--- src/rtl/clktick_multi.sv ---
// clktick_multi: CH independent divide-by-(N+1) tick channels, periodic or one-shot, with per-channel enable/restart.
// Optional per-channel tick counters on tick_cnt when CLKTICK_TICKCNT_EN is defined.
module clktick_multi #(
  parameter int CH = 4,
  parameter int N_WIDTH = 16,
  parameter int CNT_WIDTH = 8,
  localparam int CH_W = (CH > 1) ? $clog2(CH) : 1
) (
  input  logic                 clk,
  input  logic                 rst,
  input  logic                 en,
  input  logic [CH-1:0]        ch_en,
  input  logic                 wr_en,
  input  logic [CH_W-1:0]      wr_ch,
  input  logic [N_WIDTH-1:0]   wr_n,
  input  logic                 wr_oneshot,
  input  logic [CH-1:0]        restart,
  output logic [CH-1:0]        tick,
  output logic [CH-1:0]        busy
`ifdef CLKTICK_TICKCNT_EN
  , output logic [CH*CNT_WIDTH-1:0] tick_cnt
`endif
);
  typedef enum logic [1:0] {IDLE, RUN, DONE} state_t;
  state_t             state_q [CH];
  state_t             state_d [CH];
  logic [N_WIDTH-1:0] period_q [CH];
  logic [N_WIDTH-1:0] period_d [CH];
  logic [N_WIDTH-1:0] count_q [CH];
  logic [N_WIDTH-1:0] count_d [CH];
  logic [CH-1:0]      mode_q, mode_d, tick_q, tick_d, wr_hit;
  for (genvar g = 0; g < CH; g++) begin : g_ch
    assign wr_hit[g] = wr_en && (wr_ch == CH_W'(g));
    assign busy[g]   = state_q[g] == RUN;
  end
  assign tick = tick_q;
  // Per channel priority: write, then restart, then advance.
  always_comb begin
    for (int i = 0; i < CH; i++) begin
      state_d[i]  = state_q[i];
      period_d[i] = period_q[i];
      count_d[i]  = count_q[i];
      mode_d[i]   = mode_q[i];
      tick_d[i]   = 1'b0;
      if (wr_hit[i]) begin
        period_d[i] = wr_n;
        mode_d[i]   = wr_oneshot;
        count_d[i]  = wr_n;
        state_d[i]  = RUN;
      end else if (restart[i]) begin
        count_d[i] = period_q[i];
        state_d[i] = RUN;
      end else if (en && ch_en[i] && state_q[i] == RUN) begin
        if (count_q[i] != '0) count_d[i] = count_q[i] - 1'b1;
        else begin
          tick_d[i]  = 1'b1;
          count_d[i] = mode_q[i] ? count_q[i] : period_q[i];
          state_d[i] = mode_q[i] ? DONE : RUN;
        end
      end
    end
  end
  always_ff @(posedge clk or negedge rst) begin
    if (!rst) begin
      for (int i = 0; i < CH; i++) begin
        state_q[i]  <= IDLE;
        period_q[i] <= '0;
        count_q[i]  <= '0;
      end
      mode_q <= '0;
      tick_q <= '0;
    end else begin
      state_q  <= state_d;
      period_q <= period_d;
      count_q  <= count_d;
      mode_q   <= mode_d;
      tick_q   <= tick_d;
    end
  end
`ifdef CLKTICK_TICKCNT_EN
  logic [CNT_WIDTH-1:0] cnt_q [CH];
  logic [CNT_WIDTH-1:0] cnt_d [CH];
  always_comb begin
    for (int i = 0; i < CH; i++)
      cnt_d[i] = wr_hit[i] ? '0 : cnt_q[i] + CNT_WIDTH'(tick_d[i]);
  end
  always_ff @(posedge clk or negedge rst) begin
    if (!rst) begin
      for (int i = 0; i < CH; i++) cnt_q[i] <= '0;
    end else begin
      cnt_q <= cnt_d;
    end
  end
  for (genvar g = 0; g < CH; g++) begin : g_cnt
    assign tick_cnt[g*CNT_WIDTH +: CNT_WIDTH] = cnt_q[g];
  end
`else
  // CNT_WIDTH only sizes the optional counters.
  logic unused_cnt_w;
  assign unused_cnt_w = ^CNT_WIDTH;
`endif
endmodule

--- config.mk ---
export PLATFORM = sky130hd
export DESIGN_NAME = clktick_multi
export DESIGN_NICKNAME = d
export VERILOG_FILES = /design/src/rtl/clktick_multi.sv
export SDC_FILE = /design/constraint.sdc
export NUM_CORES = 1
export LEC_CHECK = 0
export CAP_MARGIN = 0
export CORE_MARGIN = 2
export CORE_UTILIZATION = 55
export DETAILED_ROUTE_END_ITERATION = 7
export PLACE_DENSITY = 0.82
export SETUP_SLACK_MARGIN = 0.1
export SYNTH_ARGS = -nofsm -noshare
export SYNTH_HDL_FRONTEND = slang
export SYNTH_SLANG_ARGS = --single-unit
--- constraint.sdc ---
create_clock -name clk -period 2.54 [get_ports clk]
set_input_delay 0.381 -clock clk [delete_from_list [all_inputs] [get_ports clk]]
set_output_delay 0.381 -clock clk [all_outputs]
set_load 0.05 [all_outputs]
# --- Yosys cells after proc, flatten, opt, wreduce, memory -nomap -nowiden ---
# Cells that the tools add are included.
totals:
  regBits: 144
  in_bits: 31
classes:
  n_addsub: 4
  eq_ne: 15
  n_mux: 56
  n_reduce_logical: 29
ops:
  columns: ["cell", "n"]
  rows:
  - ["16-bit two-way mux", 20]
  - ["16-bit nonzero test", 4]
  - ["16-bit by 1-bit subtractor with 16-bit output, second input constant", 4]
  - ["2-bit two-way mux", 20]
  - ["1-bit two-way mux", 16]
  - ["4-bit by 2-bit inequality test with 1-bit output, second input constant", 4]
  - ["2-bit AND reduction", 8]
  - ["1-bit logical AND", 12]
  - ["3-bit inequality test, second input constant", 4]
  - ["3-bit nonzero test", 4]
  - ["2-bit by 1-bit == test with 1-bit output, second input constant", 5]
  - ["2-bit == test, second input constant", 2]
  - ["2-bit logical NOT", 1]

# --- Longest topological paths before layout ---
depth:
  depth_word: 5
  depth_mapped: 9
  depth_no_buf: 7

# --- Worst setup path after synthesis ---
# No wires, ideal clock.
synth_path:
  path_kind: "register -> register"
  startpoint: "register count_q[48] in the netlist's numbering"
  endpoint: "register count_q[51] in the netlist's numbering"
  arrival_ps: 2497
  required_ps: 2458
  path_slack_ps: -39
  stages_incl_launch_ff: 9
  synth_period_minus_slack_ps: 2579
  path_cell_list: "dfrtp_1 -> inv_1 -> ha_1 -> or4b_2 -> nor4_4 -> or2_2 -> buf_2 -> mux2_2 -> a31oi_1"
synth_between:
  elab_chain_len: 5
  elab_cells_between_ends: 8
synth_rtl:
  columns: ["item", "line_no", "source"]
  rows:
  - ["from (decl)", "29", "logic [N_WIDTH-1:0] count_q [CH];"]
  - ["from (signal assigned)", "75", "count_q <= count_d;"]
  - ["16-bit by 1-bit subtractor with 16-bit output / 16-bit nonzero test (equally long branches)", "54", "if (count_q[i] != '0) count_d[i] = count_q[i] - 1'b1;"]
  - ["16-bit two-way mux", "54", null]
  - ["16-bit two-way mux", "53", "end else if (en && ch_en[i] && state_q[i] == RUN) begin"]
  - ["16-bit two-way mux", "50", "end else if (restart[i]) begin"]
  - ["16-bit two-way mux", "45", "if (wr_hit[i]) begin"]
# Several ways; a longest one is shown, not always the timed one. The select of a mux whose other input is x is not followed.
# A chain may end at the register's enable or synchronous reset.

# --- Worst setup path after layout ---
layout_path:
  startpoint: "register count_q[28] in the netlist's numbering"
  endpoint: "register count_q[19] in the netlist's numbering"
layout_between:
  elab_chain_len: 5
  elab_cells_between_ends: 7
layout_rtl:
  columns: ["item", "line_no"]
  rows:
  - ["16-bit nonzero test (*)", "54"]
  - ["16-bit two-way mux", "54"]
  - ["16-bit two-way mux", "53"]
  - ["16-bit two-way mux", "50"]
  - ["16-bit two-way mux", "45"]
# Mark *: on every way between the ends. The rest lies on a longest branch, timed or not. The select of a mux whose other input is x is not followed.

==> flow_summary.json <==
{
  "antenna_found_initial": 0,
  "final-max-slew-violation-count": 0,
  "rsz0062_at_grt": "yes",
  "crit_buf_inv": 0,
  "power_uw": 7470,
  "holdCritPathClass": "flop to flop",
  "synth_top_area_share_pct": 45.7,
  "port_buffers": 38,
  "first_global_vias": 7172,
  "drc": 0,
  "drt_wl_total_mm": 22.9,
  "viasPerCell": 6.37,
  "diodes": 0,
  "first_pass_iters": 7,
  "slew_headroom_pct": 53.6,
  "drtAntennaViolNets": 0,
  "slowest_delay_ps": 570,
  "netlist_area_um2": 7890,
  "start_util_pct": 56.6,
  "critPathRequiredTime_ps": 2850,
  "ios": 39,
  "synth_cell_type_count": 70,
  "cp_top_family": "simple AND/OR/NAND/NOR gates",
  "via_count": 7484,
  "drive_gt1_share_pct": 15.3,
  "fp-row-count": 43,
  "cts_sinks": 144,
  "ys_seq_area_share_pct": 45.7,
  "start_kind": "flop",
  "ir_drop_v": 0.000564,
  "p_per_area_nw_per_um2": 778,
  "wl_per_cell_um": 19.4,
  "core_um2": 13900,
  "async_reset_ff_share_pct": 100,
  "clockBufferDepth": 2,
  "status": "finished clean",
  "gr-total-overflow": 0,
  "worstMarginPinSlew_ps": 694,
  "cts_buffers": 17,
  "dpl_cell_area_um2": 8770,
  "synth-edff-count": 0,
  "syn_to_final_growth_pct": 21.6,
  "ys_warn_count": 0,
  "cp_max_fo": 6,
  "place_ws_ps": 52.4,
  "whs_ps": 471,
  "place_congestion": 0.970,
  "clkSlewWorstSetupHoldPaths_ps": 60,
  "fill_cells": 1047,
  "end_kind": "flop",
  "yosys.area.top_type": "dfrtp_1",
  "path_cells": "or4_4 > or4_4 > o31a_1 > nand2b_2 > o22a_1",
  "fin_crit_sh_pct": 96.8,
  "cpMostUsedCell": "or4_4",
  "fin_nets": 1022,
  "layout_min_cycle_time_ps": 2460,
  "leakage_uw": 0.00433,
  "synth_seq_cells": 144,
  "drt_first_iter_violations": 843,
  "die-area_um2": 15300,
  "gr-usage-all-layers_pct": 30.7,
  "synth.avg_cell_area_um2": 8.70,
  "fin_area_um2": 9590,
  "grt_pass1_wl_mm": 36.0,
  "ys.flop_type": "dfrtp_1",
  "die_y_um": 124,
  "die_width_um": 124,
  "grt_max_degree": 54,
  "rrSetupSlack_ps": 80,
  "clkLatencyLatePin_ps": 430,
  "synthesis.nets": 946,
  "dp_hpwl_mm": 15.0,
  "clock_skew_ps": 8.74,
  "cts.htree.levels": 4,
  "root_buffer": "clkbuf_16",
  "hold_violations": 0,
  "crit_slowest_cell": "or4_4",
  "fmax_ghz": 0.407,
  "setup_ws_ps": 81.2,
  "cts_tree": "built",
  "worstSetupPathType": "flop to flop",
  "finalSetupViolCount": 0,
  "maxCapViolCount": 0,
  "syn-instance-count": 907,
  "arrival_ps": 2770,
  "synth_area_leaders": "dfrtp_1 (46%), nand2_1 (10%), nor2_1 (2.4%), o22ai_1 (2.3%), nor3_1 (2.3%)"
}
-- power by group --
part	switching [µW]	internal (µW)
registers	385	2700
logic	949	764
clock network	960	1710
total	2290	5170
-- layer usage --
| layer | vias to the layer above | share of wire, % | wire length (µm) | global-route usage [%] |
|---|---|---|---|---|
| met5 | - | 0 | 0 | 0 |
| met4 | 0 | 3.2 | 734 | 14.2 |
| met3 | 67 | 7.6 | 1730 | 6.32 |
| met2 | 329 | 48 | 10900 | 48.4 |
| met1 | 3643 | 42 | 9500 | 40.8 |
| li1 | 3445 | - | - | - |
-- synth_stat cells, types with 7 or more instances --
master and n:
nor2_1 50, inv_1 29, nor3_1 36, a22o_1 8, or2_2 8, or4_1 10, xor2_1 9, o22ai_1 29
a21oi_1 22, mux2i_1 15, nand3_1 19, o221ai_1 7, o2bb2ai_1 12, clkbuf_1 44, nand2_1 217, xnor2_1 12
and3_1 9, o211ai_1 14, a211oi_1 7, nand2b_1 10, nor4_1 23, a31oi_1 22, o21ai_0 27, a211o_1 7
dfrtp_1 144, ha_1 8, a21o_1 7
-- worst reg2reg max path, delay by kind of cell, from the launching register on --
| kind | cells | cell delay (ps) |
|---|---|---|
| compound gates | 2 | 570 |
| flops | 1 | 380 |
| simple gates | 3 | 1410 |
-- stage by stage --
stage                     TNS (ps)  instances  util, %
after floorplan                  0        907        -
after global placement           0       1131     62.9
after detailed placement         0       1131     62.9
after CTS                        0       1169     68.0
after global routing        -0.745       1175     68.9
final                            0       1175     68.9
-- cell families (layout without fill, tap and decap cells) --
group	after synthesis	in the layout	share of synthesized area (%)
XOR/XNOR	21	21	2.33
multiplexers	20	20	2.62
AO/OA/AOI/OAI	203	203	18.1
adder cells (fa/ha/maj)	8	8	1.27
AND/OR/NAND/NOR	428	429	25.9
flip-flops	144	144	45.7
buffers and inverters	83	170	4.12
-- worst paths after layout --
kind / from / to / cells past startpoint
setup / recovery: count_q[28]$_DFFE_PN0P_ / count_q[19]$_DFFE_PN0P_ / 5
hold / removal: period_q[53]$_DFFE_PN0P_ / period_q[53]$_DFFE_PN0P_ / 2
setup reg to reg: count_q[28]$_DFFE_PN0P_ / count_q[19]$_DFFE_PN0P_ / 5
hold reg to reg: period_q[53]$_DFFE_PN0P_ / period_q[53]$_DFFE_PN0P_ / 2
max in group asynchronous: rst / period_q[41]$_DFFE_PN0P_ / 3
min in group asynchronous: rst / period_q[61]$_DFFE_PN0P_ / 2
-- what timing repair did --
action | CTS | global route
endpoints found under the hold margin | 49 | 0
setup buffers | 5 | 5
hold buffers | 1 | 0
pin swaps | 3 | 3
gates cloned | 1 | 1
endpoints found under the setup margin | 12 | 55
resized for setup | 8 | 20
-- flip-flops by register name, summed over array words and instances (netlist names) --
signal / cells
period_q: 64
count_q: 64
tick: 4
state_q: 8
mode_q: 4
-- layout make-up --
type | instances | area [µm²] | area share, %
well taps | 180 | 225 | 2.35
flip-flops and latches | 144 | 3600 | 37.6
clock inverters | 10 | 159 | 1.66
inverters | 29 | 109 | 1.13
repair buffers | 110 | 955 | 9.95
clock buffers | 21 | 470 | 4.90
multi-input cells | 681 | 4070 | 42.4
-- placed cells by master, fill, tap and decap left out, types with 22 or more instances in the layout --
cell               n
inv_1             26
dfrtp_1          143
nor4_1            22
nor3_1            34
o22ai_1           29
o21ai_0           23
nand2_1          217
nor2_1            49
clkdlybuf4s50_1   37
buf_4             66
Note: power is estimated with default switching activity, not from simulation.
